===== src/rtl/div_frontend.sv =====
// div_frontend: request/response wrapper around an unsigned sequential divider.
// It converts signed operands to magnitudes and restores the result signs.
// It bypasses the divider for a zero divisor and abandons a divider that stalls.
module div_frontend #(
  parameter int BLANK_CYCLES   = 2,
  parameter int TIMEOUT_CYCLES = 48
) (
  input  logic        clk,
  input  logic        rst_n,
  input  logic        req_valid,
  output logic        req_ready,
  input  logic [31:0] req_dividend,
  input  logic [31:0] req_divisor,
  input  logic        req_signed,
  output logic [31:0] div_dividend,
  output logic [31:0] div_divisor,
  input  logic        div_done,
  input  logic [31:0] div_quotient,
  input  logic [31:0] div_remainder,
  output logic        rsp_valid,
  input  logic        rsp_ready,
  output logic [31:0] rsp_quotient,
  output logic [31:0] rsp_remainder,
  output logic        rsp_dbz,
  output logic        rsp_timeout
);

  localparam int CW = $clog2(TIMEOUT_CYCLES + 1);
  localparam logic [CW-1:0] BLANK_LAST   = CW'(BLANK_CYCLES - 1);
  localparam logic [CW-1:0] TIMEOUT_LAST = CW'(TIMEOUT_CYCLES - 1);

  typedef enum logic [1:0] {
    IDLE  = 2'd0,
    ISSUE = 2'd1,
    WAIT  = 2'd2,
    RESP  = 2'd3
  } state_t;

  state_t        r_state;
  state_t        w_next;
  logic [CW-1:0] r_cnt;
  logic [31:0]   r_div_dividend;
  logic [31:0]   r_div_divisor;
  logic          r_q_neg;
  logic          r_r_neg;
  logic [31:0]   r_rsp_q;
  logic [31:0]   r_rsp_r;
  logic          r_dbz;
  logic          r_timeout;

  logic          w_accept;
  logic          w_div_zero;
  logic          w_dvd_neg;
  logic          w_dvs_neg;
  logic [31:0]   w_dvd_mag;
  logic [31:0]   w_dvs_mag;
  logic          w_timeout_hit;
  logic          w_issue_end;
  logic          w_capture;
  logic          w_abandon;
  logic [31:0]   w_corr_q;
  logic [31:0]   w_corr_r;

  // Operand conditioning: a negative signed operand is replaced by its magnitude.
  // The most negative value maps to 32'h80000000, which the unsigned divider handles.
  assign w_accept   = req_valid && (r_state == IDLE);
  assign w_div_zero = (req_divisor == 32'd0);
  assign w_dvd_neg  = req_signed && req_dividend[31];
  assign w_dvs_neg  = req_signed && req_divisor[31];
  assign w_dvd_mag  = w_dvd_neg ? (32'd0 - req_dividend) : req_dividend;
  assign w_dvs_mag  = w_dvs_neg ? (32'd0 - req_divisor)  : req_divisor;

  // The counter runs from 0 on entry to ISSUE.
  // The last blanking cycle and the last allowed cycle are both decoded from it.
  assign w_timeout_hit = (r_cnt == TIMEOUT_LAST);
  assign w_issue_end   = (r_cnt == BLANK_LAST);

  // A done seen in WAIT takes priority over a timeout on the same edge.
  assign w_capture = (r_state == WAIT) && div_done;
  assign w_abandon = ((r_state == ISSUE) || (r_state == WAIT)) && !w_capture && w_timeout_hit;

  // Result sign restoration from the flags latched at accept.
  assign w_corr_q = r_q_neg ? (32'd0 - div_quotient)  : div_quotient;
  assign w_corr_r = r_r_neg ? (32'd0 - div_remainder) : div_remainder;

  // State register.
  always_ff @(posedge clk or negedge rst_n) begin
    if (!rst_n) begin
      r_state <= IDLE;
    end else begin
      r_state <= w_next;
    end
  end

  // Next-state logic. ISSUE blanks div_done until the divider has seen the new operands.
  always_comb begin
    w_next = r_state;
    case (r_state)
      IDLE: begin
        if (w_accept) begin
          w_next = w_div_zero ? RESP : ISSUE;
        end
      end
      ISSUE: begin
        if (w_timeout_hit) begin
          w_next = RESP;
        end else if (w_issue_end) begin
          w_next = WAIT;
        end
      end
      WAIT: begin
        if (w_capture || w_timeout_hit) begin
          w_next = RESP;
        end
      end
      RESP: begin
        if (rsp_ready) begin
          w_next = IDLE;
        end
      end
      default: w_next = IDLE;
    endcase
  end

  // Cycle counter: cleared on accept, advanced while the divider is busy.
  always_ff @(posedge clk or negedge rst_n) begin
    if (!rst_n) begin
      r_cnt <= '0;
    end else if (w_accept) begin
      r_cnt <= '0;
    end else if ((r_state == ISSUE) || (r_state == WAIT)) begin
      r_cnt <= r_cnt + CW'(1);
    end
  end

  // Divider operands and sign flags change only on a real (non-zero divisor) accept.
  // Holding them otherwise keeps the divider from restarting.
  always_ff @(posedge clk or negedge rst_n) begin
    if (!rst_n) begin
      r_div_dividend <= 32'd0;
      r_div_divisor  <= 32'd0;
      r_q_neg        <= 1'b0;
      r_r_neg        <= 1'b0;
    end else if (w_accept && !w_div_zero) begin
      r_div_dividend <= w_dvd_mag;
      r_div_divisor  <= w_dvs_mag;
      r_q_neg        <= w_dvd_neg ^ w_dvs_neg;
      r_r_neg        <= w_dvd_neg;
    end
  end

  // Response registers are loaded from the bypass, the divider or the timeout.
  // They are held through RESP; the flags clear on handshake.
  always_ff @(posedge clk or negedge rst_n) begin
    if (!rst_n) begin
      r_rsp_q   <= 32'd0;
      r_rsp_r   <= 32'd0;
      r_dbz     <= 1'b0;
      r_timeout <= 1'b0;
    end else if (w_accept && w_div_zero) begin
      r_rsp_q   <= 32'hFFFF_FFFF;
      r_rsp_r   <= req_dividend;
      r_dbz     <= 1'b1;
      r_timeout <= 1'b0;
    end else if (w_capture) begin
      r_rsp_q   <= w_corr_q;
      r_rsp_r   <= w_corr_r;
      r_dbz     <= 1'b0;
      r_timeout <= 1'b0;
    end else if (w_abandon) begin
      r_rsp_q   <= 32'd0;
      r_rsp_r   <= 32'd0;
      r_dbz     <= 1'b0;
      r_timeout <= 1'b1;
    end else if ((r_state == RESP) && rsp_ready) begin
      r_dbz     <= 1'b0;
      r_timeout <= 1'b0;
    end
  end

  assign req_ready     = (r_state == IDLE);
  assign rsp_valid     = (r_state == RESP);
  assign div_dividend  = r_div_dividend;
  assign div_divisor   = r_div_divisor;
  assign rsp_quotient  = r_rsp_q;
  assign rsp_remainder = r_rsp_r;
  assign rsp_dbz       = r_dbz;
  assign rsp_timeout   = r_timeout;

endmodule


===== config.mk =====
export PLATFORM = sky130hd
export DESIGN_NAME = div_frontend
export DESIGN_NICKNAME = d
export VERILOG_FILES = /design/src/rtl/div_frontend.sv
export SDC_FILE = /design/constraint.sdc
export NUM_CORES = 1
export LEC_CHECK = 0
export ABC_AREA = 1
export CAP_MARGIN = 20
export CORE_ASPECT_RATIO = 0.75
export CORE_UTILIZATION = 44
export CTS_CLUSTER_SIZE = 8
export DETAILED_ROUTE_END_ITERATION = 10
export PLACE_DENSITY = 0.78
export SLEW_MARGIN = 20
export SYNTH_ARGS = -nofsm -noshare
export SYNTH_HDL_FRONTEND = slang
export SYNTH_SLANG_ARGS = --single-unit

===== constraint.sdc =====
create_clock -name clk -period 1.8 [get_ports clk]
set_input_delay 0.45 -clock clk [delete_from_list [all_inputs] [get_ports clk]]
set_output_delay 0.45 -clock clk [all_outputs]
set_load 0.05 [all_outputs]

==> summary.md <==
### Timing
• 0.713 — worst rel slew slack
• 0.426 ns — Tightest Pin Transition
• true — setup repair after global routing missed its margin
• 1.81 ns — post-layout minimum cycle time
• 0 — Hold Violations, Final
• 0.553 GHz — maximum clock frequency
• 0 — Slew Viols, Final
• 1.01 — final worst path period share
• 1 — final setup fails
• -0.00947 ns — final setup slack of the worst path
• 0.0136 ns — Worst Clk Skew

### Route
• 5.44 — post-DR vias/cell
• 6 — DRT Pass-1 Iters
• 37.9 mm — Final Routed Wirelength
• 11,900 — number of vias after detailed routing
• 0 — DRC viols
• 17.4 um — mean routed wirelength per cell
• 1,223 — Iteration-0 DRC Markers
• 0 — antenna-violating nets left

### Power
• 1550 mW/mm^2 — power density over cell area
• 7.67 nW — LEAKAGE
• 0.00152 V — Worst VDD drop

### Setup path
• buffers and inverters — CP top delay family
• rsp_remainder[8] — critical register-to-register path endpoint
• 2.15 ns — data arrival time at the worst-slack endpoint
• r_state[1] — worst reg2reg path startpoint
• 10 — Stages on worst setup path
• flop — sort of element at the end of the critical path
• flop to flop — classification of the worst setup path
• 2.14 ns — required time of the worst setup path
• 6 — worst-path maximum fanout
• sky130_fd_sc_hd__dfrtp_2 — CP max-delay cell
• 5 — Buffers & Inverters on Critical Path
• flop — kind of launch point of the worst setup path
• inv_4, ha_4, nand2_2, inv_1, nand3_2, buf_6, inv_6, bufbuf_16, nand2_1, o211ai_1 — ordered list of cells on the worst path
• 0.48 ns — highest cell delay on the worst timing path
• 10 — logic depth of the worst register-to-register path
• -0.009 ns — flop-to-flop setup slack

### Floorplanning
• 0.0216 sq mm — Die Area
• 0.0204 sq mm — total core area
• 0.453 — starting density of the core
• 170 um — chip width
• 128 um — Die Ht
• 45 — row count
• 266 — io pins

### Global routing
• 2 — initial antenna violation count
• 0 — total congestion overflow
• 0.334 — total routing usage reported by global routing
• 11,100 — number of global-route vias before repair
• 48 — maximum number of pins on one net before global-route repair
• 56.5 mm — global-route wire length before repair

### Logic synthesis
• 6.79 sq um — Mean Syn Cell Area
• 0.00926 sq mm — Mapped Area
• sky130_fd_sc_hd__dfrtp_1 — post-synthesis cell type with the largest combined area
• sky130_fd_sc_hd__dfrtp_1 — most used flip-flop cell after synthesis
• 0.378 — sequential area share after synthesis
• 0.378 — Synth top area share
• 0 — number of flops mapped to enable cells by yosys
• sky130_fd_sc_hd__nand2_1 — most common cell in the synthesized netlist
• 1.00 — fraction of synthesis flops using an asynchronous set or reset pin
• sky130_fd_sc_hd__dfrtp_1 38%, sky130_fd_sc_hd__nand2_1 17%, sky130_fd_sc_hd__nand3_1 13% — Area contributors post-synth
• 1,363 — instance count of the mapped netlist
• 39 — Synth cell types
• 1,508 — synthesized netlist net count
• 140 — count of state elements after synthesis
• 408 x sky130_fd_sc_hd__nand2_1, 235 x sky130_fd_sc_hd__nand3_1, 154 x sky130_fd_sc_hd__nor2_1, 140 x sky130_fd_sc_hd__dfrtp_1, 105 x sky130_fd_sc_hd__inv_1 — commonest cells in the synthesized netlist
• 0 — warnings from Yosys

### Place
• 26.7 mm — detailed placement HPWL
• -0.568 ns — worst slack at placement
• 2,119 — dpl cells
• 0.951 — gpl congestion
• 265 — number of input and output port buffers inserted

### Job
• 0 — maximum capacitance violations

### Outcome
• negative setup slack — failing checks
• finished, violations left — result of the run

### CTS
• 0.43 ns — Skew-Pair Late Insertion Delay
• 140 — number of clock sinks
• 2 — largest buffer count on any clock path
• sky130_fd_sc_hd__clkbuf_16 — clk root buf
• 4 — maximum level of the CTS H-tree
• built — TritonCTS clock tree
• 0.06 ns — clock transition at the registers of the reported paths
• 17 — number of clock buffers inserted by TritonCTS

### Min path
• rsp_remainder[0] — endpoint of the worst hold path
• 4 — hold path cells
• input port to flop — type of the worst min-delay path
• req_dividend[0] — hold_sp

### Layout
• 2,032 — # nets final
• 64.4% — signed area change from the synthesized netlist to the final layout
• 0.296 — fraction of final layout cells with drive strength greater than 1
• 2,182 — Final Non-Filler Cells

-- per-stage QoR --
stage	setup TNS, ns	power, mW	util	cell area [sq um]	hold WS, ns
2_1_floorplan	0	14.1	-	9280	0.154
3_3_place_gp	-57.73	18.7	0.674	13800	0.369
3_5_place_dp	-60.34	18.9	0.674	13800	0.366
4_1_cts	-0.948	22.9	0.718	14700	0.449
5_1_grt	-0.712	24.7	0.745	15200	0.443
6_report	-0.00947	23.6	0.745	15200	0.421
-- placed cells by master (no fill, tap or decap), drive strengths merged --
master / n
nand4: 29
a22oi: 1
and2: 1
ha: 11
o311ai: 1
dlygate4sd2: 13
clkbuf: 23
clkinvlp: 4
clkinv: 7
dfrtp: 140
o31ai: 1
bufinv: 4
diode: 1
bufbuf: 1
o22ai: 1
a211oi: 1
a21oi: 24
o21ai: 88
nor2: 160
nand2: 412
inv: 108
buf: 417
nand3b: 12
clkdlybuf4s50: 98
o211ai: 21
a21o: 3
a31oi: 2
dlymetal6s2s: 21
dlygate4sd3: 1
a31o: 1
nand3: 237
nor3: 8
xor2: 25
o21bai: 1
xnor2: 17
or2: 5
-- cell families (layout without fill, tap and decap cells) --
group / Yosys count / count (layout) / share of synthesized area
buffers and inverters: 161 / 697 / 0.0761
other: 0 / 1 / 0
flip-flops: 140 / 140 / 0.378
XOR/XNOR: 42 / 42 / 0.0397
AND/OR/NAND/NOR: 864 / 864 / 0.403
AO/OA/AOI/OAI: 145 / 145 / 0.0884
adder cells (fa/ha/maj): 11 / 11 / 0.0149
-- what timing repair did --
action / CTS / global route
setup endpoints to repair: 100 / 132
buffers inserted: 10 / 11
endpoints found under the hold margin: 31 / 0
resized for setup: 48 / 112
cloned: 4 / 5
hold buffers: 1 / 0
pin swaps: 6 / 21
-- report_power, final --
| part | internal [mW] | switching (mW) | total (mW) | leakage [nW] |
|---|---|---|---|---|
| Combinational | 4.83 | 9.27 | 14.1 | 5.63 |
| Sequential | 4.58 | 1.12 | 5.70 | 1.75 |
| Clock | 2.34 | 1.45 | 3.79 | 0.295 |
-- area by class of cell --
cell class | count | area (sq um)
inverter | 111 | 438
antenna | 1 | 2.50
fill | 1578 | 5220
clock buffer | 19 | 443
clock inverter | 12 | 171
sequential | 140 | 3510
tap | 282 | 353
timing repair buffer | 555 | 4920
multi-input combinational | 1062 | 5390
-- worst register-to-register path, stage by stage (launching register included) --
cell and delay [ns]:
sky130_fd_sc_hd__dfrtp_2 0.48, sky130_fd_sc_hd__inv_4 0.11, sky130_fd_sc_hd__ha_4 0.18, sky130_fd_sc_hd__nand2_2 0.08, sky130_fd_sc_hd__inv_1 0.12, sky130_fd_sc_hd__nand3_2 0.12
sky130_fd_sc_hd__buf_6 0.15, sky130_fd_sc_hd__inv_6 0.06, sky130_fd_sc_hd__bufbuf_16 0.26, sky130_fd_sc_hd__nand2_1 0.06, sky130_fd_sc_hd__o211ai_1 0.10
-- state kept, by name, summed over array words and instances, names as in the netlist --
signal and flops:
div_divisor 32, r_q_neg 1, r_r_neg 1, rsp_remainder 32, r_state 2, rsp_quotient 32
div_dividend 32, rsp_dbz 1, r_cnt 6, rsp_timeout 1
-- metal layers --
layer  vias up  track usage  part of all wire
li1       5539            -                 -
met1      5578        0.460              0.43
met2       645        0.527              0.45
met3       100       0.0582             0.083
met4         2        0.123             0.032
met5         -            0           0.00034
-- worst max path at each step --
| stage | from | endpoint | slack [ns] |
|---|---|---|---|
| CTS | r_state[1] | rsp_remainder[1] | -0.06 |
| finish | r_state[1] | rsp_remainder[8] | -0.009 |
| floorplan | req_divisor[0] | rsp_remainder[21] | 0.02 |
| global placement | req_divisor[1] | rsp_remainder[11] | -0.52 |
| detailed placement | div_remainder[0] | rsp_remainder[26] | -0.57 |
| global route | r_cnt[0] | rsp_quotient[24] | -0.05 |
(Power assumes the default switching activity.)
